[src/rtl/conv_arbiter_if.sv]
// Bundle of lane handshakes, converter hookup, responses and statistics for conv_arbiter.
// The arbiter uses the slave view; the environment (lanes, converter, stats) uses master.
interface conv_arbiter_if #(
  parameter int CNT_W = 16
);
  logic             req0_valid;
  logic [31:0]      req0_data;
  logic             req0_ready;
  logic             req1_valid;
  logic [31:0]      req1_data;
  logic             req1_ready;

  logic [31:0]      conv_in;
  logic [15:0]      conv_out;
  logic             conv_ovf;
  logic             conv_unf;

  logic             resp0_valid;
  logic [15:0]      resp0_data;
  logic [1:0]       resp0_flag;
  logic             resp1_valid;
  logic [15:0]      resp1_data;
  logic [1:0]       resp1_flag;

  logic             clr_counts;
  logic [CNT_W-1:0] ovf_count;
  logic [CNT_W-1:0] unf_count;
  logic             busy;

  modport slave (
    input  req0_valid, req0_data, req1_valid, req1_data,
    input  conv_out, conv_ovf, conv_unf, clr_counts,
    output req0_ready, req1_ready, conv_in,
    output resp0_valid, resp0_data, resp0_flag,
    output resp1_valid, resp1_data, resp1_flag,
    output ovf_count, unf_count, busy
  );

  modport master (
    output req0_valid, req0_data, req1_valid, req1_data,
    output conv_out, conv_ovf, conv_unf, clr_counts,
    input  req0_ready, req1_ready, conv_in,
    input  resp0_valid, resp0_data, resp0_flag,
    input  resp1_valid, resp1_data, resp1_flag,
    input  ovf_count, unf_count, busy
  );
endinterface

[src/rtl/conv_arbiter.sv]
// Two-lane round-robin front end for a shared pipelined float-to-int16 converter,
// with tag tracking for result routing and saturating overflow/underflow counters.
module conv_arbiter #(
  parameter int CONV_LAT = 2,
  parameter int CNT_W    = 16
) (
  input logic            clk,
  input logic            rst,
  conv_arbiter_if.slave  bus
);

  // conv_in is itself a register, so the tag needs one extra stage beyond the
  // converter latency to line up with conv_out at the retire edge.
  localparam int DEPTH = CONV_LAT + 1;
  localparam logic [CNT_W-1:0] CNT_MAX = '1;

  logic             r_ptr;
  logic [DEPTH-1:0] r_tag_v;
  logic [DEPTH-1:0] r_tag_id;
  logic [31:0]      r_conv_in;

  logic             r_resp0_valid;
  logic [15:0]      r_resp0_data;
  logic [1:0]       r_resp0_flag;
  logic             r_resp1_valid;
  logic [15:0]      r_resp1_data;
  logic [1:0]       r_resp1_flag;

  logic [CNT_W-1:0] r_ovf_count;
  logic [CNT_W-1:0] r_unf_count;

  logic             w_gnt0;
  logic             w_gnt1;
  logic             w_gnt;
  logic             w_ret;
  logic             w_ret_id;

  assign w_gnt0   = bus.req0_valid & (~bus.req1_valid | ~r_ptr);
  assign w_gnt1   = bus.req1_valid & (~bus.req0_valid |  r_ptr);
  assign w_gnt    = w_gnt0 | w_gnt1;
  assign w_ret    = r_tag_v[DEPTH-1];
  assign w_ret_id = r_tag_id[DEPTH-1];

  always_ff @(posedge clk or posedge rst) begin
    if (rst) begin
      r_ptr     <= 1'b0;
      r_tag_v   <= '0;
      r_tag_id  <= '0;
      r_conv_in <= '0;
    end else begin
      r_tag_v  <= {r_tag_v[DEPTH-2:0], w_gnt};
      r_tag_id <= {r_tag_id[DEPTH-2:0], w_gnt1};
      if (w_gnt) begin
        r_conv_in <= w_gnt1 ? bus.req1_data : bus.req0_data;
        r_ptr     <= w_gnt0;
      end
    end
  end

  always_ff @(posedge clk or posedge rst) begin
    if (rst) begin
      r_resp0_valid <= 1'b0;
      r_resp0_data  <= '0;
      r_resp0_flag  <= '0;
      r_resp1_valid <= 1'b0;
      r_resp1_data  <= '0;
      r_resp1_flag  <= '0;
    end else begin
      r_resp0_valid <= w_ret & ~w_ret_id;
      r_resp1_valid <= w_ret &  w_ret_id;
      if (w_ret && !w_ret_id) begin
        r_resp0_data <= bus.conv_out;
        r_resp0_flag <= {bus.conv_ovf, bus.conv_unf};
      end
      if (w_ret && w_ret_id) begin
        r_resp1_data <= bus.conv_out;
        r_resp1_flag <= {bus.conv_ovf, bus.conv_unf};
      end
    end
  end

  // Clear wins over a same-edge increment; counts stick at all-ones.
  always_ff @(posedge clk or posedge rst) begin
    if (rst) begin
      r_ovf_count <= '0;
      r_unf_count <= '0;
    end else if (bus.clr_counts) begin
      r_ovf_count <= '0;
      r_unf_count <= '0;
    end else if (w_ret) begin
      if (bus.conv_ovf && r_ovf_count != CNT_MAX) r_ovf_count <= r_ovf_count + 1'b1;
      if (bus.conv_unf && r_unf_count != CNT_MAX) r_unf_count <= r_unf_count + 1'b1;
    end
  end

  assign bus.req0_ready  = w_gnt0;
  assign bus.req1_ready  = w_gnt1;
  assign bus.conv_in     = r_conv_in;
  assign bus.resp0_valid = r_resp0_valid;
  assign bus.resp0_data  = r_resp0_data;
  assign bus.resp0_flag  = r_resp0_flag;
  assign bus.resp1_valid = r_resp1_valid;
  assign bus.resp1_data  = r_resp1_data;
  assign bus.resp1_flag  = r_resp1_flag;
  assign bus.ovf_count   = r_ovf_count;
  assign bus.unf_count   = r_unf_count;
  assign bus.busy        = |r_tag_v;

endmodule

[src/flat_wrapper.sv]
// flat-port wrapper written by rule: the top's interface ports become plain ports
module conv_arbiter_flat 
#(
  parameter int CONV_LAT = 2,
  parameter int CNT_W    = 16
)
  (clk, rst, bus_req0_valid, bus_req0_data, bus_req1_valid, bus_req1_data, bus_conv_out, bus_conv_ovf, bus_conv_unf, bus_clr_counts, bus_req0_ready, bus_req1_ready, bus_conv_in, bus_resp0_valid, bus_resp0_data, bus_resp0_flag, bus_resp1_valid, bus_resp1_data, bus_resp1_flag, bus_ovf_count, bus_unf_count, bus_busy);
  conv_arbiter_if #(.CNT_W(CNT_W)) bus_i ();
  input logic clk;
  input logic rst;
  input wire logic [$bits(bus_i.req0_valid)-1:0] bus_req0_valid;
  input wire logic [$bits(bus_i.req0_data)-1:0] bus_req0_data;
  input wire logic [$bits(bus_i.req1_valid)-1:0] bus_req1_valid;
  input wire logic [$bits(bus_i.req1_data)-1:0] bus_req1_data;
  input wire logic [$bits(bus_i.conv_out)-1:0] bus_conv_out;
  input wire logic [$bits(bus_i.conv_ovf)-1:0] bus_conv_ovf;
  input wire logic [$bits(bus_i.conv_unf)-1:0] bus_conv_unf;
  input wire logic [$bits(bus_i.clr_counts)-1:0] bus_clr_counts;
  output wire logic [$bits(bus_i.req0_ready)-1:0] bus_req0_ready;
  output wire logic [$bits(bus_i.req1_ready)-1:0] bus_req1_ready;
  output wire logic [$bits(bus_i.conv_in)-1:0] bus_conv_in;
  output wire logic [$bits(bus_i.resp0_valid)-1:0] bus_resp0_valid;
  output wire logic [$bits(bus_i.resp0_data)-1:0] bus_resp0_data;
  output wire logic [$bits(bus_i.resp0_flag)-1:0] bus_resp0_flag;
  output wire logic [$bits(bus_i.resp1_valid)-1:0] bus_resp1_valid;
  output wire logic [$bits(bus_i.resp1_data)-1:0] bus_resp1_data;
  output wire logic [$bits(bus_i.resp1_flag)-1:0] bus_resp1_flag;
  output wire logic [$bits(bus_i.ovf_count)-1:0] bus_ovf_count;
  output wire logic [$bits(bus_i.unf_count)-1:0] bus_unf_count;
  output wire logic [$bits(bus_i.busy)-1:0] bus_busy;
  assign bus_i.req0_valid = bus_req0_valid;
  assign bus_i.req0_data = bus_req0_data;
  assign bus_i.req1_valid = bus_req1_valid;
  assign bus_i.req1_data = bus_req1_data;
  assign bus_i.conv_out = bus_conv_out;
  assign bus_i.conv_ovf = bus_conv_ovf;
  assign bus_i.conv_unf = bus_conv_unf;
  assign bus_i.clr_counts = bus_clr_counts;
  assign bus_req0_ready = bus_i.req0_ready;
  assign bus_req1_ready = bus_i.req1_ready;
  assign bus_conv_in = bus_i.conv_in;
  assign bus_resp0_valid = bus_i.resp0_valid;
  assign bus_resp0_data = bus_i.resp0_data;
  assign bus_resp0_flag = bus_i.resp0_flag;
  assign bus_resp1_valid = bus_i.resp1_valid;
  assign bus_resp1_data = bus_i.resp1_data;
  assign bus_resp1_flag = bus_i.resp1_flag;
  assign bus_ovf_count = bus_i.ovf_count;
  assign bus_unf_count = bus_i.unf_count;
  assign bus_busy = bus_i.busy;
  conv_arbiter #(.CONV_LAT(CONV_LAT), .CNT_W(CNT_W)) u_core (.clk(clk), .rst(rst), .bus(bus_i));
endmodule
[config.mk]
export PLATFORM = sky130hd
export DESIGN_NAME = conv_arbiter_flat
export DESIGN_NICKNAME = d
export VERILOG_FILES = /design/src/rtl/conv_arbiter_if.sv /design/src/rtl/conv_arbiter.sv /design/src/flat_wrapper.sv
export SDC_FILE = /design/constraint.sdc
export NUM_CORES = 1
export LEC_CHECK = 0
export ABC_AREA = 1
export CORE_AREA = 2 2 113 115
export CTS_CLUSTER_SIZE = 40
export DETAILED_ROUTE_END_ITERATION = 8
export DIE_AREA = 0 0 115 117
export PLACE_DENSITY = 0.8
export REMOVE_ABC_BUFFERS = 1
export SETUP_SLACK_MARGIN = 0.05
export SYNTH_ARGS = -nofsm -noshare
export SYNTH_HDL_FRONTEND = slang
export SYNTH_SLANG_ARGS = --single-unit
[constraint.sdc]
create_clock -name clk -period 5.2 [get_ports clk]
set_clock_uncertainty 0.15 [all_clocks]
set_input_delay 1.04 -clock clk [delete_from_list [all_inputs] [get_ports clk]]
set_output_delay 1.04 -clock clk [all_outputs]
set_load 0.005 [all_outputs]
* After elaboration in Yosys (flattened, before gate mapping) *
Index checks and enable logic that the tools add are counted.

word-level totals
  logic and storage cells = 45
  flip-flop bits (word level) = 109
  output and inout bits = 105
  input bits = 87

operators by class
  add/subtract/negate cells = 2
  reduce and logical (&&, ||, !) cells = 11
  bitwise gates (word level) = 11
  multiplexer cells = 7
  equality and inequality tests = 2

operators with widths
  kind                                           count
  2-to-1 mux 16 bit                              6
  adder 16 x 1 -> 16 bit, second input constant  2
  2-to-1 mux 32 bit                              1
  != test 16 bit, second input constant          2
  nonzero test 2 bit                             3
  AND 1 bit                                      4
  logical AND 1 bit                              4
  NOT 1 bit                                      4
  AND reduction 2 bit                            2
  bitwise OR 1 bit                               3
  OR reduction 3 bit                             1
  zero test 1 bit                                1

* Depth between registers and ports, before layout *
Gate-level depths: netlist of the first run.

  depth in word-level cells = 5
  depth in mapped cells = 11
  depth with buffers taken out = 10

* Worst setup path before layout of the first run *
OpenSTA, ideal clock, no wires.

  path kind = input to output
  start point = in bus_req1_valid
  end point = out bus_req1_ready
  stages = 5
  buffers on the path = 3
  data arrival time = 1.763 ns
  data required time = 4.010 ns
  setup slack = 2.247 ns
  path through = buf_6 inv_1 o21ai_2 buf_2 buf_2

on the way
  longest elaborated chain between the ends = 1

RTL lines
  what         RTL line            text
  from (decl)  flat_wrapper.sv:13  input wire logic [$bits(bus_i.req1_valid)-1:0] bus_req1_valid;
  AND 1 bit    conv_arbiter.sv:39  assign w_gnt1 = bus.req1_valid & (~bus.req0_valid | r_ptr);
  to (decl)    flat_wrapper.sv:20  output wire logic [$bits(bus_i.req1_ready)-1:0] bus_req1_ready;

No other way between the ends.

* Worst setup path after layout of the first run *
Ends and elaborated chain as after synthesis.

==> out/results.tsv, run 1 <==
metric	value	unit
status	finished, final reports clean	
setup_slack	1.43	ns
synth-seq-cells	109	
cts_buffers	9	
clock_sinks	109	
p_leak	3.69	nW
grt_start_max_net_pins	71	
grt_pass1_vias	4675	
area_growth	41.2	%
drcViolationCount	0	
r2r-end	u_core.bus.unf_count[0]	
hold_class	reg -> reg	
endpoint_kind	output port	
grt_pass1_wl	22.5	mm
dr.pass1.iters	4	
worst_pin_slew	1.05	ns
grt-ovfl-total	0	
worstPathArrival	2.58	ns
routed_wl	14.0	mm
startpoint	bus_req1_valid	
fin_crit	3.77	ns
diodes	0	
vias	5083	
finalHoldViolCount	0	
postCtsHoldBufs	0	
critPathKind	in -> out	
drt_iter0_drc	280	
drtAntennaViolNets	0	
vias_per_cell	4.80	
die_h	117	um
min_period_over_period	72.4	%
port_buffers	191	
p_per_area	292	mW/mm^2
synth_cell_type_count	24	
grt_setup_unrepaired	no	
r2r_slack	2.82	ns
fin_nets	993	
ios	192	
syn_area	0.00549	mm^2
antenna_found_initial	0	
slew_viol_final	0	
grt_util_all_layers	21.2	%
syn-instance-count	731	
setup_viol	0	
fmax	0.265	GHz
drv_cap	0	
clockBufferDepth	2	
ctsResizeCount	0	
die-area	0.0135	mm^2
clk_latency	0.35	ns
yosysWarnings	0	
crit_path_max_fanout	8	
r2r-start	u_core.bus.unf_count[1]	
clk_pin_slew	0.08	ns
num_rows	41	
worst_r2r_path_depth	10	
core	0.0123	mm^2
fp.dieW	115	um
syn_area_per_cell	7.52	um^2
start_util	44.6	%
wl_per_cell	13.2	um
hpwl	10.0	mm
crit_required	4.01	ns
finalSetupTns	0	ns
slew_headroom	29.6	%
final_layout_size_suffix_gt1_share	3.85	%
cts_root_buffer	clkbuf_16	
gp_congestion	0.867	
endpoint	bus_req1_ready	
synth_seq_area_share	49.6	%
dp_slack	1.43	ns
cts_max_level	3	
vdd_drop_max	182	uV
worstSetupStartpointType	input pin	
cts_tree	built	
post_cts_buffers	0	
final_util	63.0	%
-- routing by layer --
layer	wire length, um	vias to the layer above	track usage [%]
met5	0	-	0
met4	264	0	7.79
met2	6690	141	35.4
li1	-	2591	-
met1	6070	2330	26.5
met3	960	21	5.97
-- worst min path at each step --
stage                  startpoint                  to  slack [ns]  depth (start not counted)
3_5_place_dp   u_core.r_tag_id[1]  u_core.r_tag_id[2]        0.19                          0
2_1_floorplan  u_core.r_tag_id[0]  u_core.r_tag_id[1]        0.18                          0
6_report       u_core.r_tag_id[0]  u_core.r_tag_id[1]        0.20                          0
4_1_cts        u_core.r_tag_id[0]  u_core.r_tag_id[1]        0.20                          0
5_1_grt        u_core.r_tag_id[0]  u_core.r_tag_id[1]        0.20                          0
3_3_place_gp   u_core.r_tag_id[1]  u_core.r_tag_id[2]        0.18                          0
-- critical path, cell delays in order --
cell             delay [ns]
clkdlybuf4s50_1        0.65
inv_1                  0.14
o21ai_4                0.19
clkdlybuf4s50_1        0.56
-- report_power, final --
part	switching (mW)	internal (mW)
Sequential	0.0669	0.959
Combinational	0.225	0.303
Clock	0.331	0.380
-- cells in the final DEF, fill, tap and decap left out, drive strengths merged --
cell	Yosys	routed
clkbuf	19	10
bufinv	0	1
a21oi	2	2
o211ai	26	26
or2	1	1
inv	155	158
xor2	1	1
nand4	20	20
buf	13	3
o21ai	76	76
clkinv	2	4
clkdlybuf4s50	0	191
nand3	40	40
nor2	73	73
dfrtp	109	109
ha	2	2
nand3b	1	1
nand2	191	191
-- stage by stage --
stage	hold slack (ns)	instances	area (um^2)	total power, mW
floorplan	0.181	699	5320	1.22
global placement	0.181	1043	7460	1.56
detailed placement	0.187	1043	7460	1.58
CTS	0.204	1059	7750	2.29
global route	0.204	1059	7750	2.39
finish	0.198	1059	7750	2.27
-- cell usage after synthesis --
cell	number	share of area, %
clkinv_1	2	0.14
xor2_1	1	0.16
dfrtp_1	109	50
ha_1	2	0.46
inv_1	154	11
o21ai_0	66	6.0
inv_2	1	0.068
a21oi_1	2	0.18
nand2_4	2	0.41
nand4_1	20	2.3
buf_8	1	0.27
o21ai_2	10	1.6
o211ai_1	26	3.6
clkbuf_1	19	1.3
nor2_2	1	0.11
nand3_1	40	3.6
or2_1	1	0.11
nand3b_1	1	0.14
nand2_1	188	13
buf_2	7	0.64
buf_6	4	0.82
nor2_1	72	4.9
nand2_2	1	0.11
buf_1	1	0.068
-- registers in the layout (all words and copies together) (netlist names) --
register	flops
u_core.bus.resp1_data	16
u_core.bus.resp1_flag	2
u_core.bus.resp1_valid	1
u_core.r_ptr	1
u_core.bus.resp0_valid	1
u_core.bus.unf_count	16
u_core.r_tag_id	3
u_core.bus.ovf_count	16
u_core.bus.resp0_data	16
u_core.bus.conv_in	32
u_core.r_tag_v	3
u_core.bus.resp0_flag	2
-- layout make-up --
class                      count  area, um^2
clock buffer                  10         229
clock inverter                 6        70.1
fill                        1081        4560
inverter                     157         592
multi-input combinational    433        2010
sequential                   109        2730
tap                          150         188
timing repair buffer         194        1930
-- kinds of logic after synthesis --
| kind of cell | share of synthesized area, % |
|---|---|
| buf+inv | 13.8 |
| flops | 49.6 |
| xor+xnor | 0.159 |
| simple gates | 24.6 |
| compound gates | 11.3 |
| fa+ha+maj | 0.455 |
(Power assumes the default switching activity.)
==> inputs of run 2 (changes only) <==
==> constraint.sdc (replaced) <==
create_clock -name clk -period 3.9 [get_ports clk]
set_clock_uncertainty 0.15 [all_clocks]
set_input_delay 0.78 -clock clk [delete_from_list [all_inputs] [get_ports clk]]
set_output_delay 0.78 -clock clk [all_outputs]
set_load 0.005 [all_outputs]
==> run 2 against run 1 <==
Against the previous run:
- register-to-register slack got worse by 1.3 ns
- combinational power increased by 34%
- clock power increased by 35%
- core utilization increased by 0.20 points
- cell area increased by 0.32%
- non-clock buffer count unchanged
- critical path depth unchanged
- count of clock-buffer cells in the layout increased by 1
- total power increased by 34%
- sequential cell count unchanged
- critical path type unchanged
==> out/results.tsv, run 2 (synthesis gave the netlist of run 1 again) <==
metric	value	unit	change
total_power	3.04	mW	was 2.27 mW
crit_path_max_fanout	8		unchanged
grt_pass1_wl	22.4	mm	was 22.5 mm
drv_cap	0		unchanged
p_leak	3.69	nW	about the same
clock_sinks	109		unchanged
drt_iter0_drc	404		was 280
fin_nets	993		unchanged
finalHoldViolCount	0		unchanged
dr.pass1.iters	4		unchanged
fmax	0.308	GHz	
path_cells	clkdlybuf4s50_1 -> inv_1 -> o21ai_4 -> clkdlybuf4s50_1		unchanged
grt-ovfl-total	0		unchanged
grt_start_max_net_pins	85		was 71
hpwl	9.97	mm	was 10.0 mm
drcViolationCount	0		unchanged
final_cell_mix	clkdlybuf4s50_1 (191), nand2_1 (188), inv_1 (153), dfrtp_1 (109), nor2_1 (72)		unchanged
clk_pin_slew	0.07	ns	was 0.08 ns
diodes	0		unchanged
finalSetupTns	0	ns	unchanged
grt_setup_unrepaired	no		unchanged
num_rows	41		unchanged
min_period_over_period	83.2	%	
antenna_found_initial	0		unchanged
fin_crit	3.24	ns	
grt_pass1_vias	4560		was 4,675
worstPathBufferInverterCount	3		unchanged
crit_top_cell	clkdlybuf4s50_1		unchanged
setup_viol	0		unchanged
worstSetupStartpointType	input pin		unchanged
die-area	0.0135	mm^2	unchanged
worstPathArrival	2.31	ns	was 2.58 ns
grt_util_all_layers	21.2	%	about the same
largest_reg_flops	32		unchanged
layout_commonest_cell	clkdlybuf4s50_1		unchanged
wl_per_cell	13.2	um	about the same
post_cts_buffers	0		unchanged
final_cell_area	0.00778	mm^2	was 0.00775 mm^2
worst_pin_slew	1.07	ns	was 1.05 ns
cts_tree	built		unchanged
slew_viol_final	0		unchanged
core	0.0123	mm^2	unchanged
ios	192		unchanged
vdd_drop_max	258	uV	was 182 uV
vias_per_cell	4.80		about the same
clockBufferDepth	2		unchanged
endpoint_kind	output port		unchanged
clk_latency	0.36	ns	was 0.35 ns
p_per_area	390	mW/mm^2	was 292 mW/mm^2
hold_slack	0.208	ns	was 0.198 ns
port_buffers	191		unchanged
die_h	117	um	unchanged
cts_buffers	9		unchanged
status	finished, final reports clean		unchanged
drtAntennaViolNets	0		unchanged
max_stage_delay	0.66	ns	was 0.65 ns
cts_root_buffer	clkbuf_16		unchanged
hold_class	reg -> reg		unchanged
critPathKind	in -> out		unchanged
start_util	44.6	%	unchanged
cts_max_level	3		unchanged
ctsResizeCount	0		unchanged
area_growth	41.6	%	was 41.2%
postCtsHoldBufs	0		unchanged
crit_required	2.97	ns	was 4.01 ns
gp_congestion	0.876		was 0.867
slew_headroom	28.7	%	was 29.6%
slowest_stage	clkdlybuf4s50_1		unchanged
routed_wl	13.9	mm	was 14.0 mm
placed_cell_area	0.00747	mm^2	was 0.00746 mm^2
vias	5081		was 5,083
final_layout_size_suffix_gt1_share	3.96	%	was 3.85%
cpLargestDelayFamily	buffers and inverters		unchanged
fp.dieW	115	um	unchanged
[run 2: cell types whose count changed in the layout (fill, tap and decap cells not counted)]
cell / before / now
buf_12: 0 / 1
buf_4: 3 / 2
clkbuf_1: 1 / 0
clkbuf_8: 0 / 2
clkinvlp_4: 0 / 2
inv_6: 3 / 0
[run 2: power by group]
part           leakage [nW]  internal (mW)  switching (mW)  total, mW
registers              1.37           1.28          0.0849       1.36
clock network         0.148          0.534           0.430      0.963
logic                  2.17          0.406           0.303      0.709
[run 2: final timing paths]
check	startpoint	end	slack [ns]	cells past startpoint
worst max-delay path	bus_req1_valid	bus_req1_ready	0.66	4
max in group asynchronous	rst	u_core.bus.unf_count[11]	2.24	3
worst max register to register	u_core.bus.unf_count[1]	u_core.bus.unf_count[0]	1.50	10
worst min-delay path	u_core.r_tag_id[1]	u_core.r_tag_id[2]	0.21	0
min in group asynchronous	rst	u_core.bus.conv_in[3]	0.60	2
worst min register to register	u_core.r_tag_id[1]	u_core.r_tag_id[2]	0.21	0
[run 2: area by class of cell]
cell class / instances / area [um^2]
inverter: 157 / 592
clock buffer: 11 / 253
tap: 150 / 188
fill: 1068 / 4530
clock inverter: 5 / 58.8
multi-input combinational: 433 / 2010
sequential: 109 / 2730
timing repair buffer: 194 / 1950
[run 2: worst reg2reg max path, cell delays in order, from the launching register on]
cell and delay [ns]:
dfrtp_1 0.42, ha_1 0.24, nand3_1 0.09, inv_1 0.08, nand2_1 0.13, inv_1 0.09, nand2_1 0.65, nand2_1 0.20
nand2_1 0.12, nand2_1 0.06, nor2_1 0.11
[run 2: stage by stage]
| step | setup WS, ns | std cells | utilization [%] |
|---|---|---|---|
| floorplan | 0.0961 | 699 | - |
| global placement | 0.521 | 1043 | 60.7 |
| detailed placement | 0.434 | 1043 | 60.7 |
| CTS | 0.645 | 1059 | 63.2 |
| global route | 0.604 | 1059 | 63.2 |
| finish | 0.656 | 1059 | 63.2 |
[run 2: metal layers]
metal,GRT usage [%],up-vias,wire [um]
li1,-,2583,-
met1,26.4,2323,5860
met2,34.4,157,6660
met3,6.64,18,1140
met4,8.51,0,284
met5,0,-,0
